==> src/rtl/mdio_master.sv <==
// Clause-45 MDIO master: serialises 32-bit frame words onto MDC/MDIO and returns read data.
// Define MDIO_PRE_SUPPRESS_EN to skip the preamble for PHYs that support preamble suppression.
module mdio_master #(
    parameter int CLK_DIV  = 50,
    parameter int PRE_BITS = 32
) (
    input  logic        clk,
    input  logic        rst_n,
    input  logic [31:0] acc_data,
    input  logic        acc_en,
    output logic        acc_en_ack,
    output logic        busy,
    output logic        mdc_o,
    output logic        mdio_o,
    output logic        mdio_t,
    input  logic        mdio_i,
    output logic [15:0] rd_data,
    output logic        rd_valid
);
    localparam int DIV_W = $clog2(CLK_DIV);
    localparam int CNT_W = (PRE_BITS > 32) ? $clog2(PRE_BITS) : 6;

    typedef enum logic [1:0] {IDLE, PRE, FRAME, DONE} state_t;

    state_t             state_q, state_d;
    logic [DIV_W-1:0]   div_q, div_d;
    logic [CNT_W-1:0]   cnt_q, cnt_d;
    logic               mdc_q, mdc_d;
    logic               mdio_o_q, mdio_o_d;
    logic               mdio_t_q, mdio_t_d;
    logic               ack_q, ack_d;
    logic               rd_op_q, rd_op_d;
    logic [15:0]        rd_data_q, rd_data_d;
    logic               rd_valid_q, rd_valid_d;
    logic [31:0]        shift_q, shift_d;
    logic [14:0]        cap_q, cap_d;

    logic tick, rise, fall, accept;

    always_comb begin
        tick   = (state_q != IDLE) && (div_q == DIV_W'(CLK_DIV - 1));
        rise   = tick && !mdc_q;
        fall   = tick && mdc_q;
        accept = (state_q == IDLE) && acc_en && !ack_q;

        state_d    = state_q;
        div_d      = div_q;
        cnt_d      = cnt_q;
        mdc_d      = mdc_q;
        mdio_o_d   = mdio_o_q;
        mdio_t_d   = mdio_t_q;
        ack_d      = ack_q;
        rd_op_d    = rd_op_q;
        rd_data_d  = rd_data_q;
        rd_valid_d = 1'b0;
        shift_d    = shift_q;
        cap_d      = cap_q;

        // The acknowledge follows the requester's level, not frame progress.
        if (ack_q && !acc_en)
            ack_d = 1'b0;

        if (state_q != IDLE)
            div_d = tick ? '0 : div_q + 1'b1;

        case (state_q)
            IDLE: begin
                if (accept) begin
                    ack_d    = 1'b1;
                    shift_d  = acc_data;
                    rd_op_d  = acc_data[29];
                    div_d    = '0;
                    mdc_d    = 1'b0;
                    mdio_t_d = 1'b0;
`ifdef MDIO_PRE_SUPPRESS_EN
                    state_d  = FRAME;
                    cnt_d    = CNT_W'(31);
                    mdio_o_d = acc_data[31];
`else
                    state_d  = PRE;
                    cnt_d    = CNT_W'(PRE_BITS - 1);
                    mdio_o_d = 1'b1;
`endif
                end
            end
            PRE: begin
                if (tick)
                    mdc_d = !mdc_q;
                if (fall) begin
                    if (cnt_q == '0) begin
                        state_d  = FRAME;
                        cnt_d    = CNT_W'(31);
                        mdio_o_d = shift_q[31];
                    end else begin
                        cnt_d = cnt_q - 1'b1;
                    end
                end
            end
            FRAME: begin
                if (tick)
                    mdc_d = !mdc_q;
                if (rise && rd_op_q && (cnt_q < CNT_W'(16))) begin
                    cap_d = {cap_q[13:0], mdio_i};
                    if (cnt_q == '0) begin
                        rd_data_d  = {cap_q, mdio_i};
                        rd_valid_d = 1'b1;
                    end
                end
                if (fall) begin
                    if (cnt_q == '0) begin
                        state_d  = DONE;
                        cnt_d    = CNT_W'(1);
                        mdio_o_d = 1'b1;
                        mdio_t_d = 1'b1;
                    end else begin
                        cnt_d   = cnt_q - 1'b1;
                        shift_d = shift_q << 1;
                        // Reads hand the line to the PHY from the turnaround bit onward.
                        if (rd_op_q && (cnt_q <= CNT_W'(18))) begin
                            mdio_o_d = 1'b1;
                            mdio_t_d = 1'b1;
                        end else begin
                            mdio_o_d = shift_q[30];
                        end
                    end
                end
            end
            DONE: begin
                // MDC stays low for a full period; the counter marks both half-periods.
                if (tick) begin
                    if (cnt_q == '0)
                        state_d = IDLE;
                    else
                        cnt_d = cnt_q - 1'b1;
                end
            end
            default: state_d = IDLE;
        endcase
    end

    always_ff @(posedge clk) begin
        if (!rst_n) begin
            state_q    <= IDLE;
            div_q      <= '0;
            cnt_q      <= '0;
            mdc_q      <= 1'b0;
            mdio_o_q   <= 1'b1;
            mdio_t_q   <= 1'b1;
            ack_q      <= 1'b0;
            rd_op_q    <= 1'b0;
            rd_data_q  <= '0;
            rd_valid_q <= 1'b0;
        end else begin
            state_q    <= state_d;
            div_q      <= div_d;
            cnt_q      <= cnt_d;
            mdc_q      <= mdc_d;
            mdio_o_q   <= mdio_o_d;
            mdio_t_q   <= mdio_t_d;
            ack_q      <= ack_d;
            rd_op_q    <= rd_op_d;
            rd_data_q  <= rd_data_d;
            rd_valid_q <= rd_valid_d;
        end
    end

    always_ff @(posedge clk) begin
        shift_q <= shift_d;
        cap_q   <= cap_d;
    end

    assign acc_en_ack = ack_q;
    assign busy       = (state_q != IDLE);
    assign mdc_o      = mdc_q;
    assign mdio_o     = mdio_o_q;
    assign mdio_t     = mdio_t_q;
    assign rd_data    = rd_data_q;
    assign rd_valid   = rd_valid_q;

endmodule

==> config.mk <==
export PLATFORM = sky130hd
export DESIGN_NAME = mdio_master
export DESIGN_NICKNAME = d
export VERILOG_FILES = /design/src/rtl/mdio_master.sv
export SDC_FILE = /design/constraint.sdc
export NUM_CORES = 1
export LEC_CHECK = 0
export ABC_AREA = 1
export CAP_MARGIN = 20
export CORE_ASPECT_RATIO = 2
export CORE_MARGIN = 2
export CORE_UTILIZATION = 45
export DETAILED_ROUTE_END_ITERATION = 8
export PLACE_DENSITY = 0.69
export SETUP_SLACK_MARGIN = 0.1
export SLEW_MARGIN = 5
export SYNTH_ARGS = -nofsm -noshare
export SYNTH_HDL_FRONTEND = slang
export SYNTH_SLANG_ARGS = --single-unit
==> constraint.sdc <==
create_clock -name clk -period 7.6 [get_ports clk]
set_input_delay 2.28 -clock clk [delete_from_list [all_inputs] [get_ports clk]]
set_output_delay 2.28 -clock clk [all_outputs]
set_load 0.1 [all_outputs]
==> results.tsv <==
metric	value	unit
outcome	finished clean	
crit path to	busy	
Worst Setup End Kind	output pin	
final cycle utilization of the critical path	0.621	
area added between synthesis and finish	26.2	%
area of the core	0.00794	sq mm
post-synthesis cell type count	29	
largest net degree at the start of global routing	40	
Synth Area per Inst	8.79	sq um
CTS Buf Count	9	
r2r worst-path depth	9	
Pins Over Slew Limit	0	
level count of the clock H-tree	3	
R2R setup slack	5.14	ns
ant diodes	0	
RePlAce Congestion	0.888	
EDFF count, synth	47	
vias in the first global route	2846	
height of the die	132	um
first-pass GRT wire length	13000	um
CP Class	flop to output pin	
Peak VDD IR	0.169	mV
Post-CTS Resized	0	
CP startpoint	state_q[0]$_SDFFE_PN0P_	
fmax	212	MHz
DP Worst Slack	3.23	ns
Slew @ Worst Pin	1.04	ns
Setup Skew	0.00958	ns
Die X	68.0	um
initial DRC count	239	
routed length per instance	13.4	um
share of cells above drive strength 1	0.0602	
RSZ-0062 raised after global routing	false	
nets	522	
Reg2Reg Capture Point	rd_data[0]$_SDFFE_PN0P_	
Vias	2902	
Hold Path Class	flop to flop	
final core utilization	0.585	
final count of hold timing violations	0	
total global routing overflow	0	
endpoints failing setup	0	
HPWL Detailed	5350	um
Critical Path Start Type	flop	
clk_lat worst skew	0.34	ns
die area	0.00897	sq mm
post-synthesis sequential area ratio	0.579	
prevailing post-synth register cell	edfxtp_1	
P_leak	0.00197	uW
worst endpoint required time	5.32	ns
Initial Util	0.464	
Slew Limit Headroom	0.305	
setup_tns	0	ns
Detail Route Antenna Nets	0	
drt total wl	7740	um
crit path max fanout	7	
yosys warns	0	
cell area after synthesis	0.00368	sq mm
drt first pass iters	6	
row cnt	46	
Power Density	356	mW/mm^2
setup bufs post-CTS	0	
Port-buffer cells	57	
clk sinks	83	
ys async rst share	0	
CTS tree	done	
CP Data Arrival Time	2.44	ns
min setup slack post-route	2.88	ns
hold path start	cap_q[11]$_DFFE_PP_	
Clock Path Buffers	2	
Syn Inst Count	419	
I/O pins	58	
Max-cap violations	0	
DR DRC count	0	
RR Startpoint	state_q[0]$_SDFFE_PN0P_	
initial antenna violation count	0	
cts hold-fix bufs	0	
GR Util All Layers	0.190	
Tmin final	4.72	ns
root buffer cell	clkbuf_16	
vias per inst	5.02	
post-synth net total	464	
register bit total from synthesis	83	
CTS clk-pin slew, worst paths	0.06	ns
-- synthesized netlist by cell type (3+ instances only) --
cell type | n | share of area
a21oi_1 | 13 | 0.018
inv_1 | 29 | 0.030
clkbuf_1 | 7 | 0.0071
nor2_4 | 4 | 0.012
o21ai_0 | 18 | 0.024
nand2_1 | 141 | 0.14
xor2_1 | 3 | 0.0071
buf_2 | 3 | 0.0041
edfxtp_1 | 47 | 0.38
nand3_1 | 18 | 0.024
o21ai_1 | 11 | 0.015
ha_1 | 9 | 0.031
nor2_1 | 59 | 0.060
dfxtp_1 | 36 | 0.20
-- flip-flops by register name (all words and copies together) (netlist names), 2 cells and up --
signal,flops
shift_q,32
rd_data,16
cap_q,15
cnt_q,6
div_q,6
state_q,2
-- layout by cell type, fill, tap and decap left out, types with 13 or more instances in the layout --
master	netlist	routed
edfxtp_1	47	47
nand3_1	18	18
o21ai_0	18	18
nand2_1	141	141
nor2_1	59	59
clkdlybuf4s50_1	0	57
inv_1	29	29
a21oi_1	13	13
dfxtp_1	36	36
-- report_power, final --
| part | switching [uW] | internal, uW | leakage, uW | total, uW |
|---|---|---|---|---|
| logic | 367 | 156 | 0.00109 | 523 |
| clock network | 184 | 263 | 0.000145 | 447 |
| registers | 53.0 | 631 | 0.000736 | 684 |
| total | 604 | 1050 | 0.00197 | 1650 |
-- cells by family after synthesis --
kind of cell,count (synthesis),synth area share
AO/OA/AOI/OAI,49,0.0717
XOR/XNOR,3,0.00713
adder cells (fa/ha/maj),9,0.0306
buffers and inverters,43,0.0482
flip-flops,83,0.579
AND/OR/NAND/NOR,232,0.264
-- stage by stage --
stage	power [uW]	std cells	hold slack (ns)	area, sq um
finish	1650	578	0.452	4650
global route	1750	578	0.471	4650
CTS	1660	578	0.454	4650
detailed placement	1210	562	0.438	4330
global placement	1200	562	0.434	4330
floorplan	1070	419	0.427	3680
-- layer usage --
metal | wire [um] | up-vias | GRT usage
met5 | 0 | - | 0
met4 | 147 | 0 | 0.103
met3 | 381 | 10 | 0.0504
met2 | 4240 | 88 | 0.317
met1 | 2970 | 1329 | 0.211
li1 | - | 1475 | -
-- how the worst min path moves through the flow --
stage	cells after the start	to	slack, ns
detailed placement	0	cap_q[12]$_DFFE_PP_	0.44
CTS	0	cap_q[12]$_DFFE_PP_	0.45
global route	0	cap_q[5]$_DFFE_PP_	0.47
finish	0	cap_q[12]$_DFFE_PP_	0.45
global placement	0	cap_q[12]$_DFFE_PP_	0.43
floorplan	0	cap_q[10]$_DFFE_PP_	0.43
-- layout make-up --
class	instances	area, sq um
fillers	685	3290
flip-flops and latches	83	2130
multi-input cells	293	1370
repair buffers	59	586
clock buffers	11	275
inverters	31	121
well taps	96	120
clock inverters	5	40.0
-- critical path, stage by stage (launching register included) --
cell             delay, ns
dfxtp_1               0.37
inv_1                 0.11
ha_1                  0.32
inv_2                 0.16
clkdlybuf4s50_1       1.15
(Power assumes the default switching activity.)
==> patch: new RTL, same settings <==
Build with the macro `MDIO_PRE_SUPPRESS_EN` defined.
--- a/src/rtl/mdio_master.sv
+++ b/src/rtl/mdio_master.sv
@@ -1,4 +1,6 @@
 // Clause-45 MDIO master: serialises 32-bit frame words onto MDC/MDIO and returns read data.
 // Define MDIO_PRE_SUPPRESS_EN to skip the preamble for PHYs that support preamble suppression.
+`define MDIO_PRE_SUPPRESS_EN
+
 module mdio_master #(
     parameter int CLK_DIV  = 50,
Check against the original RTL: not equivalent (Yosys sat finds a counterexample within 4 cycles, from zero or initial values and one cycle with rst_n low).
==> patch against the original RTL <==
  * Synthesized cell count decreased by 3.8%
  * Worst setup slack got worse by 0.013 ns
  * Design area fell by 0.38%
  * Via count is 4.5% lower
  * Power is 8.6% higher
  * Sequential cell count did not move
  * Wire length shrank 7.7%
  * Synthesized area shrank 0.68%
  * Largest cell class unchanged
  * Highest routed layer unchanged
==> patch: results (changes against the original RTL) <==
INFO  run_status     run_status=completed [unchanged]
INFO  final_layout   design.final.nets=508 [was 522]
INFO  final_layout   seqAreaFraction=46.0% [was 45.9%]
INFO  power          ir_drop=0.216mV [was 0.169 mV]
INFO  synth          top_cells_by_instance_count_after_synthesis=nand2_1, edfxtp_1, nor2_1 [was nand2_1, nor2_1, edfxtp_1]
INFO  detailed_routing wl_met2=3830um [was 4240 um]
INFO  power          power.share.clock=25.0% [was 27.0%]
INFO  synth          yosys-top-cells-area=edfxtp_1, dfxtp_1, nand2_1 [unchanged]
INFO  synth          postSynthNetCount=448 [was 464]
INFO  clock_tree     cts-buffers-inserted=9 [unchanged]
INFO  place          postPlaceCellArea=4310um^2 [was 4330 um^2]
INFO  place          dp_worst_setup_slack=3.20ns [was 3.23 ns]
INFO  grt            wire_length_of_the_first_global_routing_pass=12400um [was 13000 um]
INFO  final_layout   clkCellAreaFrac=6.70% [was 6.78%]
INFO  final_layout   num-nonclk-inverters=28 [was 31]
INFO  detailed_routing dr_pass1_iterations=4 [was 6]
INFO  detailed_routing drt_iter0_drc=166 [was 239]
INFO  final_layout   num-nonclk-buffers=61 [was 59]
INFO  detailed_routing routed_wl=7140um [was 7740 um]
INFO  sta            clock_skew=0.00645ns [was 0.00958 ns]
INFO  place          routabilityCongestion=0.844 [was 0.888]
INFO  place          hpwlAfterDp=5030um [was 5350 um]
INFO  detailed_routing via_per_inst=4.91 [was 5.02]
INFO  detailed_routing met3_length=277um [was 381 um]
INFO  power          seq_power=0.692mW [was 0.684 mW]
INFO  clock_tree     cts_buffer_depth=2 [unchanged]
INFO  final_layout   layout-drive-gt1-share=8.76% [was 6.02%]
INFO  setup_path     cpPeakStageDelay=1.15ns [about the same]
INFO  synth          synth.yosys.seq_area_share=58.3% [was 57.9%]
INFO  place          placedCellCount=547 [was 562]
INFO  grt            vias_in_the_first_global_route=2799 [was 2846]
INFO  detailed_routing m1WireLength=2900um [was 2970 um]
INFO  grt            grt_max_degree=36 [was 40]
INFO  synth          yosys.cell_types.count=37 [was 29]
INFO  final_layout   share_of_the_final_layout_cell_area_in_multi_input_gates=29.3% [was 29.6%]
INFO  power          cellLeakagePower=1.90nW [was 1.97 nW]
INFO  sta            worst_pin_slew=0.983ns [was 1.04 ns]
INFO  detailed_routing routed_wire_length_per_instance=12.7um [was 13.4 um]
INFO  grt            globalRouteMet1Util=20.7% [was 21.1%]
INFO  synth          synth_area_per_cell=9.08um^2 [was 8.79 um^2]
INFO  power          power.switching=0.668mW [was 0.604 mW]
INFO  power          power.share.sequential=38.6% [was 41.4%]
INFO  grt            grt.met3_usage=4.11% [was 5.04%]
INFO  final_layout   n_multi_input_combinational_cell=280 [was 293]
INFO  setup_path     highest_net_fanout_along_the_worst_path=8 [was 7]
INFO  final_layout   fillCellCount=724 [was 685]
## patch: cell count changes in the layout (fill, tap and decap cells not counted), moves of 4 or more
cell and delta:
nor2_2 +10, a21oi_1 +6, nand3_1 -9, o21ai_1 -7
inv_1 -4, o21ai_0 +4, nand2_1 -4, nor2_1 -15
## patch: worst paths after layout
kind                            to                     from  slack, ns  cells past startpoint
max reg2reg  shift_q[17]$_DFFE_PP_  state_q[0]$_SDFFE_PN0P_       4.41                      8
max                           busy  state_q[0]$_SDFFE_PN0P_       2.87                      4
min reg2reg     cap_q[5]$_DFFE_PP_       cap_q[4]$_DFFE_PP_       0.46                      0
min             cap_q[5]$_DFFE_PP_       cap_q[4]$_DFFE_PP_       0.46                      0
## patch: cells by family (layout without fill, tap and decap cells)
group	count (synthesis)	after routing	share of synthesized area, %
DFF	83	83	58.3
xor gates and xnor gates	2	2	0.479
AOI/OAI and AO/OA	51	51	7.35
adders and majority gates	9	9	3.08
buffers and inverters	40	105	4.65
and+or+nand+nor	218	218	26.2
